## config.mk

```make
export PLATFORM = sky130hd
export DESIGN_NAME = can_frame_gen
export DESIGN_NICKNAME = d
export VERILOG_FILES = /design/src/rtl/can_pkg.sv /design/src/rtl/can_crc15.sv /design/src/rtl/can_frame_gen.sv
export SDC_FILE = /design/constraint.sdc
export NUM_CORES = 1
export LEC_CHECK = 0
export CORE_MARGIN = 4
export CORE_UTILIZATION = 57
export CTS_BUF_LIST = sky130_fd_sc_hd__clkbuf_8
export CTS_CLUSTER_DIAMETER = 50
export DETAILED_ROUTE_END_ITERATION = 7
export GPL_TIMING_DRIVEN = 0
export PLACE_DENSITY = 0.86
export SLEW_MARGIN = 15
export SYNTH_ARGS = -nofsm -noshare
export SYNTH_HDL_FRONTEND = slang
export SYNTH_HIERARCHICAL = 1
export SYNTH_SLANG_ARGS = --single-unit
```

## constraint.sdc

```tcl
create_clock -name clk -period 4.8 [get_ports clk]
set_input_delay 0.96 -clock clk [delete_from_list [all_inputs] [get_ports clk]]
set_output_delay 0.96 -clock clk [all_outputs]
set_load 0.02 [all_outputs]
```

## src/rtl/can_pkg.sv

```systemverilog
// can_pkg: shared states, field lengths and buffer layout for the CAN frame generator
package can_pkg;
  typedef enum logic [3:0] {
    S_IDLE, S_SOF, S_ARB, S_CTRL, S_DATA, S_CRC,
    S_CRC_DEL, S_ACK_SLOT, S_ACK_DEL, S_EOF, S_IFS
  } state_t;
  localparam logic [14:0] CRC15_POLY = 15'h4599;
  localparam int ID_LEN = 11;
  localparam int DLC_LEN = 4;
  localparam int CRC_LEN = 15;
  localparam int EOF_LEN = 7;
  localparam int IFS_LEN = 3;
  localparam int STUFF_LIM = 5;
  localparam int B_ID_HI = 0;
  localparam int B_CTRL = 1;
  localparam int B_DATA0 = 2;
endpackage

```

## src/rtl/can_crc15.sv

```systemverilog
// can_crc15: bit-serial CAN CRC-15 accumulator
module can_crc15
  import can_pkg::*;
(
  input  logic        clk,
  input  logic        g_rst,
  input  logic        clear,
  input  logic        enable,
  input  logic        crc_bit,
  output logic [14:0] crc
);
  // Shift one unstuffed frame bit into the CRC register
  always_ff @(posedge clk or negedge g_rst)
    if (!g_rst) crc <= '0;
    else if (clear) crc <= '0;
    else if (enable) crc <= {crc[13:0], 1'b0} ^ ((crc_bit ^ crc[14]) ? CRC15_POLY : 15'd0);
endmodule

```

## src/rtl/can_frame_gen.sv

```systemverilog
// can_frame_gen: serializes a CAN 2.0A buffer into a stuffed frame (CAN_ARB_MONITOR_EN adds arbitration loss detection)
module can_frame_gen
  import can_pkg::*;
#(
  parameter int MAX_DATA_BYTES = 8
) (
  input  logic        clk,
  input  logic        g_rst,
  input  logic        bit_tick,
  input  logic        frame_gen_intl,
  input  logic [79:0] tx_frame,
  input  logic        rx_bit,
  output logic        tx_bit,
  output logic        tx_active,
  output logic        tx_success,
  output logic        ack_err,
  output logic        arb_lost
);
  localparam logic [3:0] MAXB = 4'(MAX_DATA_BYTES);
  state_t state, a_state, n_state;
  logic [6:0] cnt, a_cnt, n_cnt, dlast;
  logic [79:0] sh;
  logic [7:0] ctl;
  logic [63:0] dat;
  logic [11:0] arb_v;
  logic [5:0] ctrl_v;
  logic [3:0] nby;
  logic [14:0] crc;
  logic [2:0] run;
  logic armed, latch, go, stuff, nack, lost, abort, fbit, n_bit, crc_en;
  assign ctl = sh[8*B_CTRL +: 8];
  assign dat = sh[8*B_DATA0 +: 64];
  assign arb_v = {sh[8*B_ID_HI +: 8], ctl[7:4]};
  assign ctrl_v = {2'b00, ctl[3:0]};
  assign nby = ctl[4] ? 4'd0 : (ctl[3:0] > MAXB ? MAXB : ctl[3:0]);
  assign dlast = {nby, 3'b000} - 7'd1;
  assign latch = (state == S_IDLE) && !armed && frame_gen_intl;
  assign go = bit_tick && (state != S_IDLE || armed);
  assign stuff = (state inside {S_SOF, S_ARB, S_CTRL, S_DATA, S_CRC}) && (run == 3'(STUFF_LIM));
  assign nack = (state == S_ACK_SLOT) && rx_bit;
  assign abort = nack || lost;
  assign tx_active = state != S_IDLE;
  assign crc_en = go && !stuff && !abort && (a_state inside {S_SOF, S_ARB, S_CTRL, S_DATA});
`ifdef CAN_ARB_MONITOR_EN
  assign lost = (state == S_ARB) && tx_bit && !rx_bit;
  // Report a recessive bit overwritten by a dominant one during arbitration
  always_ff @(posedge clk or negedge g_rst)
    if (!g_rst) arb_lost <= 1'b0;
    else arb_lost <= go && lost;
`else
  assign lost = 1'b0;
  assign arb_lost = 1'b0;
`endif
  can_crc15 u_crc (
    .clk(clk),
    .g_rst(g_rst),
    .clear(latch),
    .enable(crc_en),
    .crc_bit(fbit),
    .crc(crc)
  );
  // Field position that follows the current (non-stuff) bit
  always_comb begin
    a_state = state;
    a_cnt = cnt + 7'd1;
    case (state)
      S_IDLE:     begin a_state = S_SOF; a_cnt = '0; end
      S_SOF:      begin a_state = S_ARB; a_cnt = '0; end
      S_ARB:      if (cnt == 7'(ID_LEN)) begin a_state = S_CTRL; a_cnt = '0; end
      S_CTRL:     if (cnt == 7'(DLC_LEN + 1)) begin a_state = (nby == 4'd0) ? S_CRC : S_DATA; a_cnt = '0; end
      S_DATA:     if (cnt == dlast) begin a_state = S_CRC; a_cnt = '0; end
      S_CRC:      if (cnt == 7'(CRC_LEN - 1)) begin a_state = S_CRC_DEL; a_cnt = '0; end
      S_CRC_DEL:  begin a_state = S_ACK_SLOT; a_cnt = '0; end
      S_ACK_SLOT: begin a_state = S_ACK_DEL; a_cnt = '0; end
      S_ACK_DEL:  begin a_state = S_EOF; a_cnt = '0; end
      S_EOF:      if (cnt == 7'(EOF_LEN - 1)) begin a_state = S_IFS; a_cnt = '0; end
      S_IFS:      if (cnt == 7'(IFS_LEN - 1)) begin a_state = S_IDLE; a_cnt = '0; end
      default:    begin a_state = S_IDLE; a_cnt = '0; end
    endcase
  end
  assign fbit = (a_state == S_SOF)  ? 1'b0 :
                (a_state == S_ARB)  ? arb_v[4'(ID_LEN) - a_cnt[3:0]] :
                (a_state == S_CTRL) ? ctrl_v[3'(DLC_LEN + 1) - a_cnt[2:0]] :
                (a_state == S_DATA) ? dat[{a_cnt[5:3], ~a_cnt[2:0]}] :
                (a_state == S_CRC)  ? crc[4'(CRC_LEN - 1) - a_cnt[3:0]] : 1'b1;
  // At each bit boundary: abort, insert a stuff bit, or move to the next field bit
  always_comb begin
    n_state = !go ? state : abort ? S_IDLE : stuff ? state : a_state;
    n_cnt = !go ? cnt : abort ? 7'd0 : stuff ? cnt : a_cnt;
    n_bit = !go ? tx_bit : abort ? 1'b1 : stuff ? ~tx_bit : fbit;
  end
  // Frame state, bus drive, stuffing run length, shadow buffer and status pulses
  always_ff @(posedge clk or negedge g_rst)
    if (!g_rst) begin
      state <= S_IDLE;
      cnt <= '0;
      tx_bit <= 1'b1;
      run <= '0;
      armed <= 1'b0;
      sh <= '0;
      tx_success <= 1'b0;
      ack_err <= 1'b0;
    end else begin
      state <= n_state;
      cnt <= n_cnt;
      tx_bit <= n_bit;
      run <= go ? ((n_bit == tx_bit) ? run + 3'd1 : 3'd1) : run;
      armed <= latch || (armed && !go);
      sh <= latch ? tx_frame : sh;
      tx_success <= go && (state == S_EOF) && (cnt == 7'(EOF_LEN - 1));
      ack_err <= go && nack;
    end
endmodule

```

==> results.txt, run 1 <==
max incr delay on CP - 0.42 ns
EDFF count, synth - 0
nets - 777
initial drt markers - 552
TritonCTS buffer count - 17
Rel. slew slack - 47.1%
Clk Latency, worst-skew pair - 0.44 ns
DR DRC count - 0
initial antenna violation count - 0
CTS tree - built
antenna diode count - 0
worst min-delay path class - input pin to asynchronous set/reset pin
# IOs - 90
Synth Warn # - 6
ratio of cells with drive above 1 in the final layout - 26.0%
flop-to-flop setup slack - 0.20 ns
Pins Over Slew Limit - 0
setup violators final - 0
data required time of the worst path - 5.13 ns
Setup TNS Final - 0 ns
post-synth top area cell - dfrtp_1
Syn Nets - 666
crit path capture type - flop
Synth area leaders - dfrtp_1 (45%), mux2_2 (16%), mux2i_1 (3.2%)
Via-to-Cell Ratio - 6.37
Hold Buf Count CTS - 0
sequential area share after synthesis - 45.3%
CP Max Fanout - 10
Synth Cell Area - 6240 um2
DP Area - 7320 um2
area occupied by multi-input gates - 3290 um2
Die Ht - 113 um
CTS Buffer Depth - 2
clk sinks - 113
Synth top area share - 44.9%
gr usage total - 27.1%
Top cell by count, worst path - buf_2
clk slew on worst S/H paths - 0.07 ns
first-pass GRT wire length - 27500 um
PD cells - 688 nW/um2
Period Utilization, post-route - 95.9%
H-tree depth - 4
clock skew - 0.0104 ns
fin area - 7930 um2
Cell variety after synth - 70
DR vias - 5300
core area - 10500 um2
Slowest-stage cell, CP - dfrtp_1
largest net degree at the start of global routing - 60
# Max-Cap Violations - 0
Fillers - 706
synthesis-to-finish area growth - 27.1%
most common flop cell mapped by yosys - dfrtp_1
Fin. Hold Viols - 0
crit-path cells - buf_2 -> clkinv_2 -> clkbuf_4 -> ha_1 -> nor4b_2 -> a21oi_2 -> o211ai_4 -> o211ai_2 -> buf_2 -> nand3_1 -> o41ai_2 -> a211oi_1 -> a211o_1 -> a2111oi_4 -> buf_6 -> xor2_1 -> a21oi_1 -> a31o_2
root buf cell - clkbuf_8
async set-reset flop share out of synthesis - 100%
drt pass-1 iters - 5
CP Launch Type - flop
worst slew pin tran - 0.788 ns
total congestion overflow - 0
Final min period - 4.60 ns
Reg area - 2830 um2
Critical Path AT - 4.93 ns
Seq cells post-synth - 113
Syn Inst Count - 572
outcome - finished, final reports clean
Wirelength per Cell - 20.4 um
Leak - 3.28 nW
die area - 12700 um2
Final ANT Viol Nets - 0
# port buffers - 88
critical path class - flop to flop
f_max - 217 MHz
via count of the first global-routing pass - 5578
Die W - 113 um
Avg Cell Area, Syn - 10.9 um2
dpl cells - 797
worst vdd ir - 329 uV
final WL - 16900 um
Std-Cell Rows - 37
dpl hpwl - 12100 um
gpl congestion - 0.949
Starting Density - 59.4%
Design Power - 5.45 mW
Non-Filler Instances - 832
-- state kept, by name (all words and copies together) (netlist names), 3 cells and up --
name	count
sh	80
cnt	7
run	3
u_crc/crc	15
state	4
-- cells in the mapped netlist, drive strengths merged, types with 3 or more instances --
master	count
nor4	6
nor3b	3
or3	5
clkbuf	10
a311oi	5
xor2	4
mux4	4
and3	3
o211ai	5
o311ai	8
nor2b	4
dfrtp	112
mux2	86
nand4b	6
a31oi	6
a211o	4
a211oi	5
nand3	22
ha	9
o21ai	33
nor3	10
and2	4
a221oi	3
xnor2	11
a2111oi	4
nand2	30
nor2	32
inv	24
o41ai	4
nand2b	6
or2	3
o31ai	4
buf	25
a21oi	15
mux2i	20
nand4	3
-- layout by cell type, fill, tap and decap left out, drive strengths merged, types with 5 or more instances in the layout --
cell           Yosys  layout
clkinvlp           0       5
nand2b             6       6
nor2              32      32
dfrtp            112     112
a211oi             5       5
ha                 9       9
nand2             30      30
a21oi             15      15
a311oi             5       5
mux2              86      86
buf               25      28
nand4b             6       6
o21ai             33      33
or3                5       5
o311ai             8       8
o211ai             5       5
nor4               6       6
clkbuf            10      32
nand3             22      22
clkdlybuf4s50      0      87
xnor2             11      11
mux2i             20      20
nor3              10      10
inv               24      26
a31oi              6       6
-- final timing paths --
kind,from,to,cells after the start
min in group clk,sh[14],sh[14],1
min,g_rst,u_crc/crc[9],1
max reg2reg,cnt[0],u_crc/crc[14],18
max,cnt[0],u_crc/crc[14],18
max in group asynchronous,g_rst,sh[30],2
min reg2reg,sh[14],sh[14],1
-- what timing repair did --
item	in CTS	in global routing
setup buffers	2	2
gates resized for setup	8	25
setup endpoints to repair	32	20
pin swaps	1	2
-- final cells by class --
class	instances	area share, %
flip-flops and latches	113	35.7
plain buffers	34	2.15
multi-input cells	399	41.5
clock buffers	20	3.47
well taps	136	2.15
clock inverters	12	1.99
repair buffers	93	11.9
inverters	25	1.20
-- logic make-up after synthesis --
logic type / after synthesis / synth area share (%)
simple gates: 143 / 12.1
compound gates: 121 / 14.4
buf+inv: 60 / 4.07
mux: 110 / 20.2
xor+xnor: 15 / 2.10
fa+ha+maj: 9 / 1.80
flops: 113 / 45.3
other cells: 1 / 0.0601
-- layer usage --
metal	up-vias	wire length, um	track usage, %
met4	0	385	10.3
met1	2641	6650	33.7
met2	262	8710	46.0
met5	-	0	0
met3	48	1190	6.42
li1	2349	-	-
-- metrics by stage --
step	utilization (%)	hold WS, ns	setup WS (ns)
6_report	75.5	0.482	0.197
5_1_grt	75.5	0.499	-0.0119
4_1_cts	74.2	0.480	0.0215
3_5_place_dp	69.7	0.487	-0.525
3_3_place_gp	69.4	0.484	-1.31
2_1_floorplan	-	0.470	0.659
-- report_power, final --
group | leakage (nW) | internal (mW) | switching, mW | total [mW]
clock | 0.205 | 0.555 | 0.406 | 0.961
sequential | 1.38 | 1.41 | 0.331 | 1.74
combinational | 1.70 | 1.30 | 1.45 | 2.75
total | 3.28 | 3.27 | 2.19 | 5.45
-- critical path, delay by kind of cell, from the launching register on --
kind                     cells  cell delay [ns]
flip-flops                   1             0.42
buffers and inverters        5             1.15
AO/OA/AOI/OAI                9             2.03
AND/OR/NAND/NOR              2             0.42
adder cells (fa/ha/maj)      1             0.26
XOR/XNOR                     1             0.20
(Power assumes the default switching activity.)
==> run 2, diff against run 1 <==
SKIP_LAST_GASP = 1   (was default)
==> results of run 2 <==
Final layout, timing and power as in run 1 (identical DEF).
==> run 3, diff against run 2 <==
CELL_PAD_IN_SITES_DETAIL_PLACEMENT = 1   (was default)
CELL_PAD_IN_SITES_GLOBAL_PLACEMENT = 2   (was default)
CORE_UTILIZATION = 37   (was 57)
MAX_ROUTING_LAYER = met4   (was default)
SLEW_MARGIN = 20   (was 15)
==> results.txt, run 3 (synthesis results as in run 1) <==
CTS tree - built (unchanged)
CP Max Fanout - 10 (unchanged)
worst path bufs/invs - 6 (was 5)
Pins Over Slew Limit - 0 (unchanged)
PD cells - 686 nW/um2 (was 688 nW/um2)
initial antenna violation count - 0 (unchanged)
DR vias - 5129 (was 5300)
data required time of the worst path - 5.14 ns (was 5.13 ns)
dpl hpwl - 14100 um (was 12100 um)
crit-path cells - buf_2 -> clkinv_2 -> clkbuf_4 -> ha_1 -> nor4b_4 -> nand3_1 -> nand2_2 -> o211a_4 -> buf_4 -> clkbuf_4 -> o21ai_0 -> a221oi_1 -> o21ai_0 -> o2bb2ai_2 -> a2111oi_4 -> buf_4 -> xor2_1 -> a21oi_1 -> a31o_2 (was buf_2 -> clkinv_2 -> clkbuf_4 -> ha_1 -> nor4b_2 -> a21oi_2 -> o211ai_4 -> o211ai_2 -> buf_2 -> nand3_1 -> o41ai_2 -> a211oi_1 -> a211o_1 -> a2111oi_4 -> buf_6 -> xor2_1 -> a21oi_1 -> a31o_2)
critical path class - flop to flop (unchanged)
Layout Utilization - 48.5% (was 75.5%)
Clk Latency, worst-skew pair - 0.45 ns (was 0.44 ns)
initial drt markers - 302 (was 552)
max incr delay on CP - 0.42 ns (about the same)
total congestion overflow - 0 (unchanged)
Slowest-stage cell, CP - dfrtp_1 (unchanged)
Fin. Hold Viols - 0 (unchanged)
outcome - finished, final reports clean (unchanged)
Final min period - 4.61 ns (was 4.60 ns)
via count of the first global-routing pass - 5606 (was 5578)
H-tree depth - 4 (unchanged)
Design Power - 5.52 mW (was 5.45 mW)
clk slew on worst S/H paths - 0.08 ns (was 0.07 ns)
DR DRC count - 0 (unchanged)
Rel. slew slack - 45.3% (was 47.1%)
nets - 778 (was 777)
Reg with most FFs - sh (unchanged)
CTS Buffer Depth - 2 (unchanged)
TritonCTS buffer count - 17 (unchanged)
root buf cell - clkbuf_8 (unchanged)
setup ws final - 0.188 ns (was 0.197 ns)
Die Ht - 138 um (was 113 um)
# IOs - 90 (unchanged)
f_max - 217 MHz (about the same)
Regs by FF count - sh (80), u_crc/crc (15), cnt (7) (unchanged)
CP delay by family, top - compound AO/OA/AOI/OAI gates (unchanged)
Wirelength per Cell - 20.8 um (was 20.4 um)
Period Utilization, post-route - 96.1% (was 95.9%)
fin area - 8050 um2 (was 7930 um2)
Critical Path AT - 4.96 ns (was 4.93 ns)
# port buffers - 88 (unchanged)
Leak - 3.28 nW (about the same)
Setup Slack @ Placement - -0.773 ns (was -0.525 ns)
final WL - 19100 um (was 16900 um)
first-pass GRT wire length - 30300 um (was 27500 um)
largest net degree at the start of global routing - 62 (was 60)
ratio of cells with drive above 1 in the final layout - 26.7% (was 26.0%)
DP Area - 7430 um2 (was 7320 um2)
worst slew pin tran - 0.815 ns (was 0.788 ns)
most common cell after layout, fill and taps aside - dfrtp_1 (unchanged)
worst vdd ir - 227 uV (was 329 uV)
die area - 19000 um2 (was 12700 um2)
Final ANT Viol Nets - 0 (unchanged)
CP Launch Type - flop (unchanged)
core area - 16600 um2 (was 10500 um2)
max reg flops - 80 (unchanged)
drt pass-1 iters - 4 (was 5)
Std-Cell Rows - 47 (was 37)
# Max-Cap Violations - 0 (unchanged)
Die W - 138 um (was 113 um)
Hold Buf Count CTS - 0 (unchanged)
Starting Density - 37.6% (was 59.4%)
worst min-delay path class - input pin to asynchronous set/reset pin (unchanged)
commonest cells after routing, fill and taps aside - dfrtp_1 (112), clkdlybuf4s50_1 (87), mux2_2 (86), o21ai_0 (33), nor2_1 (31) (unchanged)
gr usage total - 21.4% (was 27.1%)
crit path capture type - flop (unchanged)
gpl congestion - 0.889 (was 0.949)
antenna diode count - 0 (unchanged)
Setup TNS Final - 0 ns (unchanged)
RSZ-0062 raised after global routing - yes
clock skew - 0.0100 ns (was 0.0104 ns)
synthesis-to-finish area growth - 28.9% (was 27.1%)
clk sinks - 113 (unchanged)
setup violators final - 0 (unchanged)
Via-to-Cell Ratio - 5.59 (was 6.37)
-- run 3: cell types whose count changed in the layout (fill, tap and decap cells not counted), moves of 2 or more --
cell / change
buf_4: +2
clkinv_2: +3
inv_1: -2
inv_6: +3
clkbuf_8: -3
clkinvlp_4: -2
-- run 3: area by class of cell --
| cell class | instances | area, um2 |
|---|---|---|
| flip-flops and latches | 113 | 2830 |
| inverters | 25 | 98.8 |
| repair buffers | 94 | 947 |
| clock buffers | 17 | 234 |
| plain buffers | 34 | 173 |
| well taps | 220 | 275 |
| clock inverters | 15 | 181 |
| fillers | 1814 | 8530 |
| multi-input cells | 399 | 3310 |
-- run 3: final timing paths --
check,cells after the start,from,slack [ns],endpoint
min in group clk,1,sh[37],0.51,sh[37]
min reg2reg,1,sh[37],0.51,sh[37]
max reg2reg,19,cnt[0],0.19,u_crc/crc[14]
max,19,cnt[0],0.19,u_crc/crc[14]
max in group asynchronous,2,g_rst,3.66,sh[42]
min,1,g_rst,0.46,u_crc/crc[3]
-- run 3: per-layer routing --
metal	vias to the layer above	part of all wire (%)	track usage, %
li1	2348	-	-
met1	2633	43	26.9
met2	125	51	35.8
met3	23	3.6	3.77
met4	0	1.5	6.31
met5	-	0	-
-- run 3: metrics by stage --
stage                     hold slack (ns)  cells
final                               0.460    917
after global routing                0.489    917
after CTS                           0.468    917
after detailed placement            0.493    881
after global placement              0.486    880
after floorplan                     0.470    572
-- run 3: power breakdown --
part	internal, mW	total, mW	switching, mW
Clock	0.518	0.959	0.441
Combinational	1.30	2.83	1.53
Sequential	1.41	1.73	0.325
Total	3.23	5.52	2.29
-- run 3: timing repair --
item                                    CTS  global route
endpoints found under the setup margin   43            20
setup buffers                             4             1
pin swaps                                 3             1
gates resized for setup                  16            20
gates cloned                              0             0
endpoints found under the hold margin     0             0
